**src/rtl/sub_b_pipe.sv**
```systemverilog
// Registered sub_b arithmetic block with a DEPTH-entry result FIFO behind valid/ready handshakes.
// Optional build macro SUB_B_PIPE_SAT_EN saturates the sum to WIDTH bits.
module sub_b_pipe #(
  parameter int WIDTH = 8,
  parameter int DEPTH = 4
) (
  input  logic                       clk,
  input  logic                       rst,
  input  logic                       in_valid,
  output logic                       in_ready,
  input  logic [WIDTH-1:0]           testi1_b,
  input  logic [WIDTH-1:0]           testi2_b,
  input  logic [WIDTH-1:0]           testi3_b,
  input  logic                       acc_clr,
  output logic                       out_valid,
  input  logic                       out_ready,
  output logic [WIDTH:0]             testo1_b,
  output logic [WIDTH-1:0]           testo2_b,
  output logic [WIDTH-1:0]           testo1_sub_b,
  output logic [$clog2(DEPTH+1)-1:0] fill_level
);

  localparam int PTR_W   = $clog2(DEPTH);
  localparam int CNT_W   = $clog2(DEPTH+1);
  localparam int ENTRY_W = 3 * WIDTH + 1;

  typedef struct packed {
    logic [WIDTH:0]   sum;
    logic [WIDTH-1:0] bxc;
    logic [WIDTH-1:0] acc;
  } entry_t;

  entry_t           mem_q [DEPTH];
  entry_t           mem_d [DEPTH];
  logic [PTR_W-1:0] wr_ptr_q, wr_ptr_d;
  logic [PTR_W-1:0] rd_ptr_q, rd_ptr_d;
  logic [CNT_W-1:0] count_q, count_d;
  logic [WIDTH-1:0] acc_q, acc_d;

  logic             push, pop;
  logic [WIDTH:0]   sum_full, sum_w;
  logic [WIDTH-1:0] acc_next;
  entry_t           new_entry, head;

  // Ready depends only on the count register so it never combinationally follows out_ready.
  assign in_ready  = (count_q != CNT_W'(DEPTH));
  assign out_valid = (count_q != '0);
  assign push      = in_valid & in_ready;
  assign pop       = out_valid & out_ready;

  assign sum_full = {1'b0, testi1_b} + {1'b0, testi2_b};
`ifdef SUB_B_PIPE_SAT_EN
  assign sum_w = sum_full[WIDTH] ? {1'b0, {WIDTH{1'b1}}} : sum_full;
`else
  assign sum_w = sum_full;
`endif

  // A clear coinciding with a push restarts the accumulator from this transaction's a^c.
  assign acc_next  = acc_clr ? (push ? (testi1_b ^ testi3_b) : '0)
                             : (acc_q ^ testi1_b ^ testi3_b);
  assign new_entry = '{sum: sum_w, bxc: testi2_b ^ testi3_b, acc: acc_next};

  assign head         = mem_q[rd_ptr_q];
  assign testo1_b     = head.sum;
  assign testo2_b     = head.bxc;
  assign testo1_sub_b = head.acc;
  assign fill_level   = count_q;

  // NOTE: every _d gets its hold value first, so no path through this block can infer a latch.
  always_comb begin
    mem_d    = mem_q;
    wr_ptr_d = wr_ptr_q;
    rd_ptr_d = rd_ptr_q;
    count_d  = count_q;
    acc_d    = acc_q;
    if (push) begin
      mem_d[wr_ptr_q] = new_entry;
      wr_ptr_d        = wr_ptr_q + PTR_W'(1);
    end
    if (pop) begin
      rd_ptr_d = rd_ptr_q + PTR_W'(1);
    end
    if (push && !pop) begin
      count_d = count_q + CNT_W'(1);
    end else if (pop && !push) begin
      count_d = count_q - CNT_W'(1);
    end
    if (push || acc_clr) begin
      acc_d = acc_next;
    end
  end

  // NOTE: state registers use non-blocking assignments so all flops update from pre-edge values.
  always_ff @(posedge clk) begin
    if (rst) begin
      wr_ptr_q <= '0;
      rd_ptr_q <= '0;
      count_q  <= '0;
      acc_q    <= '0;
      // NOTE: storage is reset too, because head outputs must read 0 straight after reset.
      for (int i = 0; i < DEPTH; i++) begin
        mem_q[i] <= '0;
      end
    end else begin
      wr_ptr_q <= wr_ptr_d;
      rd_ptr_q <= rd_ptr_d;
      count_q  <= count_d;
      acc_q    <= acc_d;
      mem_q    <= mem_d;
    end
  end

  initial_width_check : assert property (@(posedge clk) ENTRY_W == $bits(entry_t));

endmodule
```
**config.mk**
```make
export PLATFORM = sky130hd
export DESIGN_NAME = sub_b_pipe
export DESIGN_NICKNAME = d
export VERILOG_FILES = /design/src/rtl/sub_b_pipe.sv
export SDC_FILE = /design/constraint.sdc
export NUM_CORES = 1
export LEC_CHECK = 0
export CELL_PAD_IN_SITES_DETAIL_PLACEMENT = 1
export CELL_PAD_IN_SITES_GLOBAL_PLACEMENT = 1
export CORE_MARGIN = 5
export CORE_UTILIZATION = 45
export CTS_BUF_LIST = sky130_fd_sc_hd__clkbuf_4
export DETAILED_ROUTE_END_ITERATION = 7
export GPL_ROUTABILITY_DRIVEN = 1
export PLACE_DENSITY_LB_ADDON = 0.1
export RECOVER_POWER = 50
export SKIP_CTS_REPAIR_TIMING = 1
export SLEW_MARGIN = 20
export SYNTH_ARGS = -nofsm -noshare
export SYNTH_HDL_FRONTEND = slang
export SYNTH_SLANG_ARGS = --single-unit
```
**constraint.sdc**
```tcl
create_clock -name clk -period 2.9 [get_ports clk]
set_input_delay 0.29 -clock clk [delete_from_list [all_inputs] [get_ports clk]]
set_output_delay 0.29 -clock clk [all_outputs]
set_load 0.03 [all_outputs]
```
==> results of run 1 <==
==> sequential cells by signal (all words and copies together), names as in the netlist <==
register and flops:
rd_ptr_q 2, acc_q 8, wr_ptr_q 2, fill_level 3, mem_q 100
==> where the power goes <==
| group | switching [mW] | internal, mW |
|---|---|---|
| Combinational | 1.07 | 0.768 |
| Sequential | 0.121 | 1.78 |
| Clock | 0.597 | 0.673 |
| Total | 1.79 | 3.22 |
==> synth_stat cells, drive strengths merged (9+ instances only) <==
master / number / area (µm²)
dfxtp: 115 / 2300
nor2: 115 / 432
a21oi: 56 / 280
nand2: 43 / 161
a211oi: 37 / 278
xnor2: 35 / 307
buf: 28 / 250
mux4: 25 / 563
nand2b: 17 / 106
nand3b: 16 / 120
clkbuf: 14 / 52.6
ha: 13 / 163
nand3: 9 / 65.1
==> final timing paths <==
kind | startpoint | to | slack, ns | cells past startpoint
min | rst | acc_q[3] | 0.19 | 2
max | rd_ptr_q[0] | testo1_b[2] | 0.15 | 3
min reg2reg | mem_q[49] | mem_q[49] | 0.46 | 2
max reg2reg | fill_level[0] | fill_level[2] | 0.56 | 8
==> layout make-up <==
class | instances | area (µm²)
fill | 1402 | 5670
multi-input combinational | 418 | 2850
sequential | 115 | 2300
timing repair buffer | 70 | 677
tap | 147 | 184
clock inverter | 13 | 166
clock buffer | 18 | 135
inverter | 7 | 26.3
==> layer usage <==
metal  wire [µm]  share of wire (%)
met1        6530                 44
met5           0                  0
met3         709                4.7
met2        7590                 51
met4         169                1.1
==> kinds of logic after synthesis <==
family / Yosys count
mux: 27
compound gates: 113
buf+inv: 49
simple gates: 223
xor+xnor: 40
fa+ha+maj: 15
flops: 115
==> cells in the final DEF (no fill, tap or decap), drive strengths merged, types with 3 or more instances in the layout <==
master | Yosys | routed
ha | 13 | 13
buf | 28 | 11
nor3 | 3 | 3
o21ai | 7 | 7
a21oi | 56 | 56
nand4 | 5 | 5
dfxtp | 115 | 115
clkbuf | 14 | 20
a211oi | 37 | 37
nand3 | 9 | 9
nor2 | 115 | 115
bufinv | 0 | 4
mux4 | 25 | 25
o31ai | 4 | 4
clkdlybuf4s50 | 0 | 55
nand2b | 17 | 17
and3 | 4 | 4
xor2 | 5 | 5
clkinv | 0 | 7
or3 | 6 | 6
nand2 | 43 | 43
inv | 7 | 7
nand3b | 16 | 16
xnor2 | 35 | 35
==> worst max-delay path: stages (launching register included) <==
cell and delay [ns]:
dfxtp_1 0.35, buf_4 0.33, mux4_2 0.61, clkdlybuf4s50_1 0.63
==> flow_metrics.env, run 1 <==
export IMPL_dpl_worst_slack_ns=0.192
export IMPL_syn_inst=582
export IMPL_synth_top_family_by_area="simple AND/OR/NAND/NOR gates"
export IMPL_cts_tree="done"
export IMPL_insertion_delay_ns=0.53
export IMPL_area_growth_pct=15.0
export IMPL_grt_max_degree=45
export IMPL_grt_overflow=0
export IMPL_die_area_mm2=0.0146
export IMPL_status="finished, final reports clean"
export IMPL_finalSetupTns_ns=0
export IMPL_vdd_drop_max_mv=0.478
export IMPL_grt_antenna_before_repair=0
export IMPL_stdcell_area_mm2=0.00634
export IMPL_power_mw=5.01
export IMPL_p_leak_nw=2.26
export IMPL_finalWorstSetupSlack_ns=0.152
export IMPL_die_h_um=121
export IMPL_ys_types=37
export IMPL_crit_fanout=16
export IMPL_rsz0062_at_grt="no"
export IMPL_synth_edff_count=0
export IMPL_crit_path_end_kind="output pin"
export IMPL_crit_arrival_ns=2.46
export IMPL_synth_simple_area_share_pct=19.1
export IMPL_dp_hpwl_um=10600
export IMPL_ys_warn_count=0
export IMPL_worst_slew_pin_slew_ns=1.04
export IMPL_setup_viol=0
export IMPL_synth_seq_cells=115
export IMPL_syn_cell_area_mm2=0.00551
export IMPL_place_congestion=0.802
export IMPL_path_class="reg -> out"
export IMPL_post_route_period_util_pct=94.8
export IMPL_seq_area_frac_synth_pct=41.8
export IMPL_max_cap_viol_count=0
export IMPL_via_per_inst=5.57
export IMPL_dp_cells=757
export IMPL_rows=40
export IMPL_power_density_mw_per_mm2=790
export IMPL_firstDrtPassIters=4
export IMPL_core_mm2=0.0120
export IMPL_max_freq_ghz=0.364
export IMPL_die_w_um=121
export IMPL_initial_core_util_pct=45.9
export IMPL_use_met2_pct=37.9
export IMPL_clk_pin_slew_ns=0.10
export IMPL_synthMuxAreaShare_pct=10.6
export IMPL_fin_util_pct=52.8
export IMPL_cts_buffers_inserted=17
export IMPL_grtUsageMet1_pct=26.5
export IMPL_antenna_left=0
export IMPL_grt_pass1_wl_um=24600
export IMPL_grt_usage_pct=21.9
export IMPL_grtUsageMet3_pct=5.38
export IMPL_vias=4391
export IMPL_async_flop_share_pct=0
export IMPL_drt_iter0_drc=290
export IMPL_placed_area_mm2=0.00607
export IMPL_relSlewSlack_pct=30.6
export IMPL_stdcell_count=788
export IMPL_antennaDiodeCount=0
export IMPL_ctsLongestPathBuffers=2
export IMPL_required_ns=2.61
export IMPL_drive_gt1_share_pct=10.8
export IMPL_syn_area_per_cell_um2=9.47
export IMPL_synth_xor_area_share_pct=6.35
export IMPL_drc_errors=0
export IMPL_nets=673
export IMPL_syn_num_nets=626
export IMPL_port_buffers=58
export IMPL_slew_violations=0
export IMPL_cts_sinks=115
export IMPL_hold_viol=0
export IMPL_hold_worst_slack_ns=0.192
export IMPL_cts_root_buffer="clkbuf_4"
export IMPL_wl_per_cell_um=19.0
export IMPL_synth_ff_type="dfxtp_1"
export IMPL_synth_fa_ha_area_share_pct=3.68
export IMPL_crit_path_start_kind="flop"
export IMPL_grt_pass1_vias=4877
export IMPL_period_minus_slack_ns=2.75
export IMPL_hold_path_class="in -> reg"
export IMPL_routed_wl_um=15000
export IMPL_fin_skew_ns=0.0119
export IMPL_cts_htree_levels=4
export IMPL_io_pins=59
export IMPL_synth_compound_area_share_pct=12.6
export IMPL_globalRoute_busiestLayer="met2"
Note: power is estimated with default switching activity, not from simulation.
==> inputs of run 2 (changes only) <==
- CORE_ASPECT_RATIO: default -> 1.1
==> flow_metrics.env, run 2 (same netlist as run 1, synthesis figures left out) <==
export IMPL_status="finished, final reports clean"
export IMPL_routed_wl_um=14500
export IMPL_drc_errors=0
export IMPL_cp_slowest_stage_delay_ns=0.62
export IMPL_max_cap_viol_count=0
export IMPL_cts_sinks=115
export IMPL_relSlewSlack_pct=23.1
export IMPL_largest_register_ffs=100
export IMPL_grt_pass1_wl_um=24100
export IMPL_vdd_drop_max_mv=0.382
export IMPL_die_area_mm2=0.0146
export IMPL_layout_commonest_cell="nor2_1"
export IMPL_power_density_mw_per_mm2=766
export IMPL_die_h_um=126
export IMPL_hold_viol=0
export IMPL_clk_pin_slew_ns=0.10
export IMPL_crit_fanout=7
export IMPL_wl_per_cell_um=18.2
export IMPL_swShare_pct=36.1
export IMPL_fin_util_pct=52.4
export IMPL_initial_core_util_pct=45.8
export IMPL_top_register="mem_q"
export IMPL_crit_path_start_kind="flop"
export IMPL_vias=4370
export IMPL_period_minus_slack_ns=2.71
export IMPL_p_int_mw=3.09
export IMPL_fin_skew_ns=0.0163
export IMPL_ctsLongestPathBuffers=2
export IMPL_antenna_left=0
export IMPL_slew_violations=0
export IMPL_grt_pass1_vias=4733
export IMPL_required_ns=2.61
export IMPL_p_leak_nw=2.23
export IMPL_rows=42
export IMPL_worstPathCellList="buf_4 > mux4_2 > clkdlybuf4s50_1"
export IMPL_path_class="reg -> out"
export IMPL_slowest_stage="clkdlybuf4s50_1"
export IMPL_die_w_um=116
export IMPL_port_buffers=58
export IMPL_grt_overflow=0
export IMPL_insertion_delay_ns=0.55
export IMPL_max_freq_ghz=0.369
export IMPL_power_mw=4.83
export IMPL_worst_slew_pin_slew_ns=1.15
export IMPL_grt_usage_pct=21.4
export IMPL_hold_worst_slack_ns=0.243
export IMPL_firstDrtPassIters=4
export IMPL_clkPwrFrac_pct=23.0
export IMPL_dp_cells=766
export IMPL_place_congestion=0.797
export IMPL_p_switching_mw=1.74
export IMPL_cts_buffers_inserted=17
export IMPL_crit_arrival_ns=2.42
export IMPL_power_frac_seq_pct=39.4
export IMPL_io_pins=59
export IMPL_setup_viol=0
export IMPL_hold_path_class="in -> reg"
export IMPL_combPwrFrac_pct=37.6
export IMPL_stdcell_count=798
export IMPL_grt_antenna_before_repair=1
export IMPL_crit_path_end_kind="output pin"
export IMPL_core_mm2=0.0120
export IMPL_dp_hpwl_um=10200
export IMPL_post_route_period_util_pct=93.3
export IMPL_drive_gt1_share_pct=10.3
export IMPL_cts_htree_levels=4
export IMPL_via_per_inst=5.48
export IMPL_final_cell_mix="nor2_1 (115), dfxtp_1 (114), clkdlybuf4s50_1 (57)"
export IMPL_rsz0062_at_grt="no"
export IMPL_nets=675
export IMPL_cts_root_buffer="clkbuf_4"
export IMPL_cts_tree="done"
export IMPL_drt_iter0_drc=203
export IMPL_grt_max_degree=65
export IMPL_area_growth_pct=14.4
-- run 2: cell count changes in the layout (fill, tap and decap cells not counted), moves of 2 or more --
cell,before,now
clkbuf_4,18,22
nand3_1,7,9
bufinv_16,4,2
buf_4,10,12
clkinv_2,4,2
clkinv_1,3,5
clkinvlp_4,2,0
nand3_2,2,0
clkdlybuf4s50_1,55,57
-- run 2: per-layer routing --
layer / wire, µm / share of wire, % / track usage (%)
met5: 0 / 0 / 0
met4: 349 / 2.4 / 8.70
met3: 540 / 3.7 / 4.80
met2: 7470 / 51 / 37.0
met1: 6190 / 43 / 25.2
-- run 2: worst paths after layout --
check        slack, ns  cells past startpoint               to           from
max               0.19                      3  testo1_sub_b[3]    rd_ptr_q[1]
min               0.24                      2        mem_q[57]            rst
max reg2reg       0.30                      8    fill_level[2]  fill_level[0]
min reg2reg       0.46                      2        mem_q[18]      mem_q[18]
-- run 2: critical path: cells and delay by family (launching register included) --
kind	cells	cell delay, ns
buffers and inverters	2	0.85
flip-flops	1	0.49
multiplexers	1	0.54
-- run 2: power groups by stage --
stage | logic (mW) | clock network [mW] | registers [mW]
after global placement | 1.82 | 0 | 1.92
after global routing | 1.97 | 1.21 | 1.93
after CTS | 1.88 | 1.14 | 1.90
after floorplan | 1.31 | 0 | 1.93
after detailed placement | 1.86 | 0 | 1.94
final | 1.82 | 1.11 | 1.90
-- run 2: area by class of cell --
| class | count | area (µm²) |
|---|---|---|
| inverter | 7 | 26.3 |
| timing repair buffer | 72 | 688 |
| antenna | 1 | 2.50 |
| fill | 1389 | 5730 |
| sequential | 115 | 2300 |
| clock buffer | 22 | 165 |
| multi-input combinational | 418 | 2840 |
| clock inverter | 9 | 88.8 |
| tap | 154 | 193 |
-- run 2: stage by stage --
stage | setup TNS, ns | setup slack, ns | area [µm²]
after floorplan | 0 | 0.459 | 5510
after global placement | 0 | 0.338 | 6100
after detailed placement | 0 | 0.264 | 6100
after CTS | -0.406 | -0.0616 | 6350
after global routing | 0 | 0.0667 | 6310
final | 0 | 0.194 | 6310
==> inputs of run 3 (changes only) <==
- CELL_PAD_IN_SITES_DETAIL_PLACEMENT: 1 -> default
- CELL_PAD_IN_SITES_GLOBAL_PLACEMENT: 1 -> default
- CORE_MARGIN: 5 -> 2
- CORE_UTILIZATION: 45 -> 60
- DONT_BUFFER_PORTS: default -> 1
- PLACE_DENSITY: default -> 0.76
- PLACE_DENSITY_LB_ADDON: 0.1 -> default
==> flow_metrics.env, run 3 (same netlist as run 1, synthesis figures left out) <==
export IMPL_status="finished, violations left"
export IMPL_failed_checks="hold timing"
export IMPL_fillers=733
export IMPL_clkPwrFrac_pct=26.5
export IMPL_grt_antenna_before_repair=0
export IMPL_die_h_um=105
export IMPL_core_mm2=0.00892
export IMPL_slew_violations=0
export IMPL_power_mw=4.63
export IMPL_required_ns=3.35
export IMPL_post_route_period_util_pct=89.9
export IMPL_crit_path_end_kind="flop"
export IMPL_drt_iter0_drc=195
export IMPL_cts_buffers_inserted=17
export IMPL_cp_slowest_stage_delay_ns=0.65
export IMPL_worst_slew_pin_slew_ns=1.02
export IMPL_finalWorstSetupSlack_ns=0.292
export IMPL_crit_fanout=5
export IMPL_crit_arrival_ns=3.05
export IMPL_power_density_mw_per_mm2=808
export IMPL_cts_root_buffer="clkbuf_4"
export IMPL_worstPathCellList="or3_2 > nand2_1 > ha_1 > inv_1 > fa_1 > xor2_1 > or3_1 > a21oi_1"
export IMPL_swShare_pct=37.0
export IMPL_die_area_mm2=0.00997
export IMPL_ctsLongestPathBuffers=2
export IMPL_drc_errors=0
export IMPL_p_switching_mw=1.71
export IMPL_dp_hpwl_um=8430
export IMPL_grtUsageMet1_pct=30.1
export IMPL_fin_skew_ns=0.0223
export IMPL_initial_core_util_pct=61.8
export IMPL_nets=616
export IMPL_seqCellArea_mm2=0.00230
export IMPL_hold_path_class="in -> reg"
export IMPL_p_leak_nw=2.04
export IMPL_place_congestion=0.799
export IMPL_grt_max_degree=124
export IMPL_use_met2_pct=44.8
export IMPL_placed_area_mm2=0.00544
export IMPL_via_per_inst=5.96
export IMPL_antennaDiodeCount=0
export IMPL_stdcell_area_mm2=0.00573
export IMPL_stdcell_count=699
export IMPL_vias=4164
export IMPL_period_minus_slack_ns=2.61
export IMPL_hold_viol=1
export IMPL_cts_htree_levels=4
export IMPL_max_freq_ghz=0.383
export IMPL_largest_register_ffs=100
export IMPL_rsz0062_at_grt="no"
export IMPL_critPathTopFamily="simple AND/OR/NAND/NOR gates"
export IMPL_insertion_delay_ns=0.51
export IMPL_cts_sinks=115
export IMPL_path_class="reg -> reg"
export IMPL_wl_per_cell_um=17.8
export IMPL_worst_path_buf_inv=1
export IMPL_clk_pin_slew_ns=0.12
export IMPL_combPwrFrac_pct=32.4
export IMPL_dpl_worst_slack_ns=0.312
export IMPL_die_w_um=95.4
export IMPL_dp_cells=665
export IMPL_globalRoute_busiestLayer="met2"
export IMPL_finalSetupTns_ns=0
export IMPL_hold_worst_slack_ns=-0.00122
export IMPL_grt_pass1_wl_um=20100
export IMPL_p_int_mw=2.92
export IMPL_firstDrtPassIters=4
export IMPL_crit_path_start_kind="flop"
export IMPL_grt_overflow=0
export IMPL_area_growth_pct=3.99
export IMPL_setup_viol=0
export IMPL_max_cap_viol_count=0
export IMPL_cts_tree="done"
export IMPL_grtUsageMet3_pct=7.43
export IMPL_power_frac_seq_pct=41.2
export IMPL_drive_gt1_share_pct=12.3
export IMPL_rows=36
export IMPL_slowest_stage="or3_2"
export IMPL_fin_util_pct=64.3
export IMPL_final_cell_mix="nor2_1 (115), dfxtp_1 (115), a21oi_1 (56)"
export IMPL_io_pins=59
export IMPL_vdd_drop_max_mv=0.316
export IMPL_antenna_left=0
export IMPL_routed_wl_um=12500
export IMPL_relSlewSlack_pct=31.7
export IMPL_multi_input_area_mm2=0.00285
export IMPL_grt_pass1_vias=4108
export IMPL_top_register="mem_q"
export IMPL_port_buffers=0
export IMPL_grt_usage_pct=26.3
## run 3: changes by cell type in the layout (fill, tap and decap cells not counted), moves of 3 or more
| cell | previous run | this run |
|---|---|---|
| clkdlybuf4s50_1 | 57 | 0 |
| clkinv_1 | 5 | 0 |
| clkinv_4 | 0 | 3 |
| clkinv_2 | 2 | 6 |
| clkbuf_4 | 22 | 18 |
## run 3: path summary, 6_finish.rpt
| kind | slack, ns | start | cells past startpoint | end |
|---|---|---|---|---|
| worst max-delay path | 0.29 | fill_level[2] | 8 | fill_level[2] |
| worst min-delay path | -0.001 | rst | 2 | mem_q[22] |
| worst max register to register | 0.29 | fill_level[2] | 8 | fill_level[2] |
| worst min register to register | 0.46 | mem_q[93] | 2 | mem_q[93] |
## run 3: final cells by class
cell class	count	share of cell area, %
inverters	7	0.458
clock buffers	18	2.36
repair buffers	13	2.05
multi-input cells	418	49.7
flip-flops and latches	115	40.2
clock inverters	14	2.84
well taps	114	2.49
## run 3: power by group through the flow
stage	clock network, mW	logic [mW]	registers, mW
after floorplan	0	1.31	1.93
after global placement	0	1.45	1.93
after detailed placement	0	1.49	1.94
after CTS	1.24	1.50	1.91
after global routing	1.32	1.63	1.93
final	1.23	1.50	1.91
## run 3: layer usage
metal  share of wire [%]  wire, µm
met1                  39      4810
met2                  50      6270
met3                 7.8       968
met4                 3.4       428
met5                   0         0
## run 3: worst register-to-register path: stages (launching register included)
cell	delay [ns]
dfxtp_1	0.45
or3_2	0.65
nand2_1	0.16
ha_1	0.21
inv_1	0.07
fa_1	0.38
xor2_1	0.17
or3_1	0.31
a21oi_1	0.15
